**src/rtl/dot_result_collect_if.sv**
```systemverilog
// dot_result_collect_if
//   Bundles the dot-result input bus, the conv output stream and the FC
//   result/status signals of dot_result_collect.
//   master : environment side (drives dot_*, conv_rdy, fc_clr)
//   slave  : collector side (drives conv_*, fc_*, ovf, fifo_cnt)
interface dot_result_collect_if #(
  parameter int SUM_WIDTH  = 21,
  parameter int ACC_WIDTH  = 28,
  parameter int FIFO_DEPTH = 4
);
  localparam int CNT_W = $clog2(FIFO_DEPTH) + 1;

  logic                        dot_vld;
  logic signed [SUM_WIDTH-1:0] dot;
  logic [6:0]                  dot_tag;
  logic [7:0]                  conv_data;
  logic                        conv_vld;
  logic                        conv_rdy;
  logic signed [ACC_WIDTH-1:0] fc_sum;
  logic                        fc_vld;
  logic                        fc_clr;
  logic                        ovf;
  logic [CNT_W-1:0]            fifo_cnt;

  modport master (
    output dot_vld, dot, dot_tag, conv_rdy, fc_clr,
    input  conv_data, conv_vld, fc_sum, fc_vld, ovf, fifo_cnt
  );

  modport slave (
    input  dot_vld, dot, dot_tag, conv_rdy, fc_clr,
    output conv_data, conv_vld, fc_sum, fc_vld, ovf, fifo_cnt
  );
endinterface

```
**src/rtl/dot_result_collect.sv**
```systemverilog
// dot_result_collect
//   Consumer end of the shared 9-tap dot-product datapath. Each dot result
//   arrives with its schedule tag:
//     tag 0..66   -> conv result: shift, ReLU, clamp to 0..127, queue in FIFO
//     tag 67      -> FC partial: accumulate FC_BEATS partials, pulse fc_vld
//     tag 68..127 -> ignored
//   Ports:
//     clk, rst_n : clock, async active-low reset
//     bus.dot_vld/dot/dot_tag   : dot result input (no back-pressure)
//     bus.conv_data/vld/rdy     : requantized conv stream (FIFO head)
//     bus.fc_sum/fc_vld/fc_clr  : FC sum, completion pulse, abort
//     bus.ovf                   : sticky conv-drop flag
//     bus.fifo_cnt              : FIFO occupancy
//
//   FC state | meaning
//   ---------+-----------------------------------------------
//   IDLE     | no partial in progress, acc == 0, beat cnt == 0
//   ACCUM    | at least one FC beat accumulated, more expected
module dot_result_collect #(
  parameter int SUM_WIDTH  = 21,
  parameter int ACC_WIDTH  = 28,
  parameter int SHIFT      = 7,
  parameter int FIFO_DEPTH = 4,
  parameter int FC_BEATS   = 10
) (
  input logic                  clk,
  input logic                  rst_n,
  dot_result_collect_if.slave  bus
);
  localparam int AW = (FIFO_DEPTH > 1) ? $clog2(FIFO_DEPTH) : 1;
  localparam int CW = $clog2(FIFO_DEPTH) + 1;
  localparam int BW = (FC_BEATS > 1) ? $clog2(FC_BEATS) : 1;

  typedef enum logic {IDLE = 1'b0, ACCUM = 1'b1} fc_state_t;

  // tag decode
  logic push_req;
  logic fc_beat;
  assign push_req = bus.dot_vld && (bus.dot_tag <= 7'd66);
  assign fc_beat  = bus.dot_vld && (bus.dot_tag == 7'd67);

  // requantization
  logic signed [SUM_WIDTH-1:0] shr;
  logic [7:0]                  conv_q;
  always_comb begin
    shr = bus.dot >>> SHIFT;
    if (shr[SUM_WIDTH-1])
      conv_q = 8'd0;
    else if (|shr[SUM_WIDTH-2:7])
      conv_q = 8'd127;
    else
      conv_q = {1'b0, shr[6:0]};
  end

  // conv FIFO
  logic [7:0]    mem [FIFO_DEPTH];
  logic [AW-1:0] wr_ptr;
  logic [AW-1:0] rd_ptr;
  logic [CW-1:0] cnt;
  logic          ovf_q;
  logic          full;
  logic          empty;
  logic          pop;
  logic          push;

  assign full  = (cnt == CW'(FIFO_DEPTH));
  assign empty = (cnt == '0);
  assign pop   = !empty && bus.conv_rdy;
  // a pop in the same cycle frees the slot, so a full FIFO still accepts
  assign push  = push_req && (!full || pop);

  always_ff @(posedge clk or negedge rst_n) begin
    if (!rst_n) begin
      for (int i = 0; i < FIFO_DEPTH; i++) mem[i] <= 8'd0;
      wr_ptr <= '0;
      rd_ptr <= '0;
      cnt    <= '0;
      ovf_q  <= 1'b0;
    end else begin
      if (push) begin
        mem[wr_ptr] <= conv_q;
        wr_ptr      <= wr_ptr + AW'(1);
      end
      if (pop)
        rd_ptr <= rd_ptr + AW'(1);
      if (push && !pop)
        cnt <= cnt + CW'(1);
      else if (pop && !push)
        cnt <= cnt - CW'(1);
      if (push_req && full && !pop)
        ovf_q <= 1'b1;
    end
  end

  assign bus.conv_data = mem[rd_ptr];
  assign bus.conv_vld  = !empty;
  assign bus.fifo_cnt  = cnt;
  assign bus.ovf       = ovf_q;

  // FC accumulation
  fc_state_t                   fc_state;
  logic signed [ACC_WIDTH-1:0] acc;
  logic signed [ACC_WIDTH-1:0] acc_base;
  logic signed [ACC_WIDTH-1:0] acc_next;
  logic [BW-1:0]               beat;
  logic signed [ACC_WIDTH-1:0] fc_sum_q;
  logic                        fc_vld_q;
  logic                        fc_last;

  // acc is already zero in IDLE; gating on state keeps a stray value from
  // ever leaking into a fresh sum
  assign acc_base = (fc_state == IDLE) ? '0 : acc;
  assign acc_next = acc_base + {{(ACC_WIDTH-SUM_WIDTH){bus.dot[SUM_WIDTH-1]}}, bus.dot};
  assign fc_last  = (beat == BW'(FC_BEATS - 1));

  always_ff @(posedge clk or negedge rst_n) begin
    if (!rst_n) begin
      fc_state <= IDLE;
      acc      <= '0;
      beat     <= '0;
      fc_sum_q <= '0;
      fc_vld_q <= 1'b0;
    end else begin
      fc_vld_q <= 1'b0;
      if (bus.fc_clr) begin
        // abort wins over a coincident beat
        fc_state <= IDLE;
        acc      <= '0;
        beat     <= '0;
      end else if (fc_beat) begin
        if (fc_last) begin
          fc_sum_q <= acc_next;
          fc_vld_q <= 1'b1;
          fc_state <= IDLE;
          acc      <= '0;
          beat     <= '0;
        end else begin
          fc_state <= ACCUM;
          acc      <= acc_next;
          beat     <= beat + BW'(1);
        end
      end
    end
  end

  assign bus.fc_sum = fc_sum_q;
  assign bus.fc_vld = fc_vld_q;
endmodule

```
**src/flat_wrapper.sv**
```systemverilog
// flat-port wrapper written by rule: the top's interface ports become plain ports
module dot_result_collect_flat 
#(
  parameter int SUM_WIDTH  = 21,
  parameter int ACC_WIDTH  = 28,
  parameter int SHIFT      = 7,
  parameter int FIFO_DEPTH = 4,
  parameter int FC_BEATS   = 10
)
  (clk, rst_n, bus_dot_vld, bus_dot, bus_dot_tag, bus_conv_rdy, bus_fc_clr, bus_conv_data, bus_conv_vld, bus_fc_sum, bus_fc_vld, bus_ovf, bus_fifo_cnt);
  dot_result_collect_if #(.SUM_WIDTH(SUM_WIDTH), .ACC_WIDTH(ACC_WIDTH), .FIFO_DEPTH(FIFO_DEPTH)) bus_i ();
  input logic clk;
  input logic rst_n;
  input wire logic [$bits(bus_i.dot_vld)-1:0] bus_dot_vld;
  input wire logic [$bits(bus_i.dot)-1:0] bus_dot;
  input wire logic [$bits(bus_i.dot_tag)-1:0] bus_dot_tag;
  input wire logic [$bits(bus_i.conv_rdy)-1:0] bus_conv_rdy;
  input wire logic [$bits(bus_i.fc_clr)-1:0] bus_fc_clr;
  output wire logic [$bits(bus_i.conv_data)-1:0] bus_conv_data;
  output wire logic [$bits(bus_i.conv_vld)-1:0] bus_conv_vld;
  output wire logic [$bits(bus_i.fc_sum)-1:0] bus_fc_sum;
  output wire logic [$bits(bus_i.fc_vld)-1:0] bus_fc_vld;
  output wire logic [$bits(bus_i.ovf)-1:0] bus_ovf;
  output wire logic [$bits(bus_i.fifo_cnt)-1:0] bus_fifo_cnt;
  assign bus_i.dot_vld = bus_dot_vld;
  assign bus_i.dot = bus_dot;
  assign bus_i.dot_tag = bus_dot_tag;
  assign bus_i.conv_rdy = bus_conv_rdy;
  assign bus_i.fc_clr = bus_fc_clr;
  assign bus_conv_data = bus_i.conv_data;
  assign bus_conv_vld = bus_i.conv_vld;
  assign bus_fc_sum = bus_i.fc_sum;
  assign bus_fc_vld = bus_i.fc_vld;
  assign bus_ovf = bus_i.ovf;
  assign bus_fifo_cnt = bus_i.fifo_cnt;
  dot_result_collect #(.SUM_WIDTH(SUM_WIDTH), .ACC_WIDTH(ACC_WIDTH), .SHIFT(SHIFT), .FIFO_DEPTH(FIFO_DEPTH), .FC_BEATS(FC_BEATS)) u_core (.clk(clk), .rst_n(rst_n), .bus(bus_i));
endmodule
```
**config.mk**
```make
export PLATFORM = sky130hd
export DESIGN_NAME = dot_result_collect_flat
export DESIGN_NICKNAME = d
export VERILOG_FILES = /design/src/rtl/dot_result_collect_if.sv /design/src/rtl/dot_result_collect.sv /design/src/flat_wrapper.sv
export SDC_FILE = /design/constraint.sdc
export NUM_CORES = 1
export LEC_CHECK = 0
export CAP_MARGIN = 15
export CORE_ASPECT_RATIO = 1.2
export CORE_MARGIN = 2
export CORE_UTILIZATION = 50
export DETAILED_ROUTE_END_ITERATION = 7
export DONT_BUFFER_PORTS = 1
export PLACE_DENSITY_LB_ADDON = 0.12
export SYNTH_ARGS = -nofsm -noshare
export SYNTH_HDL_FRONTEND = slang
export SYNTH_SLANG_ARGS = --single-unit
```
**constraint.sdc**
```tcl
create_clock -name clk -period 3.3 [get_ports clk]
set_input_delay 0.33 -clock clk [delete_from_list [all_inputs] [get_ports clk]]
set_output_delay 0.33 -clock clk [all_outputs]
set_load 0.02 [all_outputs]
```
Yosys cells after proc, flatten, opt, wreduce, memory -nomap -nowiden
Index checks and enable logic that the tools add are counted.

storage, ports and cells
  RAM bits = 0
  memories kept = 0
  flip-flop bits (word level) = 102
  bits of input ports = 33
  bits in read-only memories = 0
  logic and storage cells = 71
  bits in latches = 0

cells by class
  multipliers = 0
  equality and inequality tests = 3
  mux-type cells = 23
  $add $sub $neg = 6
  div/mod/pow operators = 0
  shift-type cells = 0
  order comparisons = 4
  bitwise logic cells = 3
  reduce and logical (&&, ||, !) cells = 19

operators with widths
  kind                                                            count
  28-bit 2-to-1 mux                                               4
  32-bit bitwise mux                                              1
  28-bit adder                                                    1
  8-bit 2-to-1 mux                                                3
  8-bit binary-select mux with 2-bit select                       1
  8-bit demux with 2-bit select                                   1
  7-bit 2-to-1 mux                                                2
  4-bit 2-to-1 mux                                                3
  1-bit logical AND                                               9
  7-bit == test (second input constant)                           1
  7-bit less-or-equal comparator (second input constant)          1
  7-bit OR reduction                                              1
  3-bit >= comparator (second input constant)                     2
  1-bit 2-to-1 mux                                                6
  3-bit 2-to-1 mux                                                2
  2-bit inverter with 3-bit output                                2
  2-bit by 1-bit adder with 2-bit output (second input constant)  2
  4-bit by 1-bit adder with 4-bit output (second input constant)  1
  4-bit == test (second input constant)                           1
  1-bit zero test                                                 4
  2-bit nonzero test                                              2
  3-bit by 1-bit adder with 3-bit output (second input constant)  1
  3-bit == test (second input constant)                           1
  3-bit zero test                                                 1
  5 further kinds                                                 5

Depth between registers and ports, before layout
  depth after elaboration = 9
  depth in mapped cells = 13

Worst setup path before layout
No wires, ideal clock.

  path kind = flip-flop to flip-flop
  from = reg u_core.fc_state
  to = reg u_core.fc_sum_q[26] (netlist: u_core.bus.fc_sum[26])
  arrival time = 2.777 ns
  setup slack = 0.398 ns
  cell stages (with the launch flop) = 14
  setup time = 0.125 ns
  clock period less this slack = 2.902 ns
  cells stage by stage = dfrtp_1 clkbuf_1 clkbuf_1 and2_1 ha_1 fa_1 a21o_1 a22oi_1 a211oi_1 nor3_1 nor2_1 a221oi_2 xnor2_1 mux2_2

on the way
  cells in the longest elaborated chain, start to end = 2

RTL lines
  what                    line                       source
  start, declared         dot_result_collect.sv:101  fc_state_t fc_state;
  start signal, assigned  dot_result_collect.sv:118  fc_state <= IDLE;
  start signal, assigned  dot_result_collect.sv:127  fc_state <= IDLE;
  start signal, assigned  dot_result_collect.sv:134  fc_state <= IDLE;
  28-bit 2-to-1 mux       dot_result_collect.sv:112  assign acc_base = (fc_state == IDLE) ? '0 : acc;
  28-bit adder            dot_result_collect.sv:113  assign acc_next = acc_base + {{(ACC_WIDTH-SUM_WIDTH){bus.dot[SUM_WIDTH-1]}}, bus.dot};
  end signal, assigned    dot_result_collect.sv:132  fc_sum_q <= acc_next;
  end, declared           dot_result_collect.sv:106  logic signed [ACC_WIDTH-1:0] fc_sum_q;

No other way between the ends.
A chain may end at the register's enable or synchronous reset.

Worst setup path after layout
  from = reg u_core.fc_state
  to = reg u_core.fc_sum_q[21] (netlist: u_core.bus.fc_sum[21])

Same word-level chain as after synthesis.

==> metrics.txt <==
worst hold start bus_fc_clr; largest area contributor in the netlist dfrtp_1; clk root buf clkbuf_16; Distinct cells, synth 61; Worst Reg2Reg Path Length in Cells 10; die area 12200 um2; FF-to-FF Start u_core.fc_state; WHS Endpoint u_core.beat[2]; vias in the first global route 4114; Vias per Instance 5.84; ys flop type dfrtp_1; Residual DRC 0; Cell Area, Synth 5670 um2; hold buffers post-CTS 2; synthesis-to-finish area growth 7.61%; f_max 327 MHz; number of I/O pins 75; most common cell after layout, fill and taps aside dfrtp_1; CP max FO 21; CTS buffer count 9; CTS tree built; Slew Viols, Final 0; status complete, no violations; initial antenna violation count 0; max cap viols 0; CTS Buffer Depth 2; top cells by area, synth dfrtp_1 43%, ha_1 7.5%, mux2_2 6.8%; largest net degree at the start of global routing 99; Worst setup EP type flip-flop; Avg WL per Cell 18.7 um; number of flops mapped to enable cells by yosys 0; placer congestion estimate 0.880; Pre-antenna DRT Iters 4; clk sinks 98; HPWL after detailed placement 9.23 mm; top-area cell type share of the netlist area 43.3%; htree depth 3; syn_nets 626; WHS Path Cells 1; most frequent cells in the layout 98 x dfrtp_1, 77 x nand2_1, 45 x o21ai_0, 34 x mux2_2, 34 x ha_1; Multi-input gate area 3040 um2; Die W 101 um; CP required 3540 ps; Data arrival, critical path 3300 ps; Die Y 121 um; CORE AREA 11000 um2; max_slew headroom 55.0%; Final Hold Fails 0; Detail Route Antenna Nets 0; gr usage total 22.5%; sequential standard cell area 2450 um2; share of cells above drive strength 1 15.1%; Synth Instances 557; Post-synth ARST share 100%; Leak 2.86 nW; FF-to-FF End u_core.bus.fc_sum[21]; Final Skew 8.50 ps; Setup crit start kind flip-flop; Worst-path clk slew 70 ps; PortBufs 0; Initial Util 51.4%; sequential-to-total area share from yosys stat 43.3%; PostCTS Resize Cnt 0; Filler Cells Inserted 977; post-synthesis register bit count 98; Ant. Diodes 0; Routed WL 12.8 mm; first-pass GRT wire length 21.2 mm; DRT iter0 DRCs 231; Min-Delay Path Class in2reg; Slew @ Worst Pin 674 ps; fin crit period 3060 ps; post-synthesis area per instance 10.2 um2; Post-CTS Setup Bufs 0; nets 619; RSZ-0062 raised after global routing false; total power 3.45 mW; Final Util 55.3%; setup_tns 0 ps; Finish-stage setup viols 0; Vias 4015; R2R Setup Slk 240 ps; CP Class reg2reg; Yosys warnings 0; gr ovfl total 0; post-route clock period utilization 92.8%; PwrDens 565 nW/um2; Cell Rows 42; worst-case vdd ir drop 0.000270 V; clock latency at the later pin of the worst-skew pair 360 ps
[metrics by stage]
step	hold WS, ps	area (um2)	setup WS, ps	std cells
2_1_floorplan	34.4	5670	398	557
3_3_place_gp	36.6	5780	307	669
3_5_place_dp	36.5	5780	269	669
4_1_cts	24.9	6100	245	687
5_1_grt	27.3	6100	93.2	687
6_report	33.4	6100	238	687
[how the worst max path moves through the flow]
stage / cells after the start / end / slack [ps] / start
final: 10 / u_core.bus.fc_sum[21] / 240 / u_core.fc_state
after detailed placement: 10 / u_core.bus.fc_sum[21] / 270 / u_core.fc_state
after global routing: 11 / u_core.bus.fc_sum[26] / 90 / u_core.fc_state
after global placement: 11 / u_core.bus.fc_sum[26] / 310 / u_core.fc_state
after floorplan: 13 / u_core.bus.fc_sum[26] / 400 / u_core.fc_state
after CTS: 10 / u_core.bus.fc_sum[21] / 250 / u_core.fc_state
[power breakdown]
group          switching [mW]  internal, mW  total [mW]
sequential              0.206          1.42        1.63
clock                   0.502         0.525        1.03
combinational           0.386         0.405       0.791
total                    1.09          2.36        3.45
[state kept, by name, indices dropped and copies added, names as in the netlist]
| signal | count |
|---|---|
| u_core.acc | 28 |
| u_core.bus.fc_sum | 28 |
| u_core.mem | 28 |
| u_core.beat | 4 |
| u_core.bus.fifo_cnt | 3 |
| u_core.rd_ptr | 2 |
| u_core.wr_ptr | 2 |
| u_core.bus.fc_vld | 1 |
| u_core.bus.ovf | 1 |
| u_core.fc_state | 1 |
[cells by family after synthesis]
group           Yosys count  share of synthesized area [%]
mux                      42                           9.71
flops                    98                           43.3
other cells               1                         0.0661
buf+inv                  42                           3.09
xor+xnor                 31                           4.79
fa+ha+maj                36                           8.21
compound gates          137                           16.3
simple gates            170                           14.6
[worst max-delay path: stages, from the launching register on]
cell and delay [ps]:
dfrtp_1 490, buf_12 200, and2_1 140, ha_1 410, nand3_2 160, or3_1 390, o211ai_2 290, o221ai_4 210
o31ai_4 280, xor2_1 110, mux2_2 270
[final cells by class]
cell class / count / area share, %
Timing Repair Buffer: 8 / 1.56
Inverter: 16 / 0.984
Clock inverter: 7 / 0.964
Tap cell: 132 / 2.71
Sequential cell: 98 / 40.2
Multi-Input combinational cell: 417 / 49.9
Clock buffer: 9 / 3.69
[Yosys cell counts, drive strengths merged (2+ instances only)]
| master | instances |
|---|---|
| dfrtp | 98 |
| nand2 | 81 |
| o21ai | 47 |
| ha | 34 |
| mux2 | 34 |
| and2 | 28 |
| a21oi | 27 |
| xnor2 | 19 |
| nor2 | 18 |
| inv | 16 |
| clkbuf | 15 |
| a22o | 14 |
| a21o | 12 |
| xor2 | 12 |
| buf | 11 |
| nand3 | 10 |
| mux4 | 7 |
| o21bai | 5 |
| or3 | 5 |
| a31o | 4 |
| nand4 | 4 |
| nor2b | 4 |
| nor3 | 4 |
| or2 | 4 |
| a211o | 3 |
| a31oi | 3 |
| and3 | 3 |
| o211ai | 3 |
| o21a | 3 |
| o31ai | 3 |
| or4 | 3 |
| a211oi | 2 |
| a22oi | 2 |
| fa | 2 |
| nor3b | 2 |
| nor4b | 2 |
| o22ai | 2 |
[layer usage]
metal / GRT usage (%) / wire (um) / vias up
met1: 30.0 / 5840 / 1933
met2: 35.5 / 5910 / 104
met5: 0 / 0 / -
met4: 7.94 / 298 / 0
met3: 5.55 / 796 / 18
li1: - / - / 1960
No activity file was read; power rests on OpenSTA's default activity.
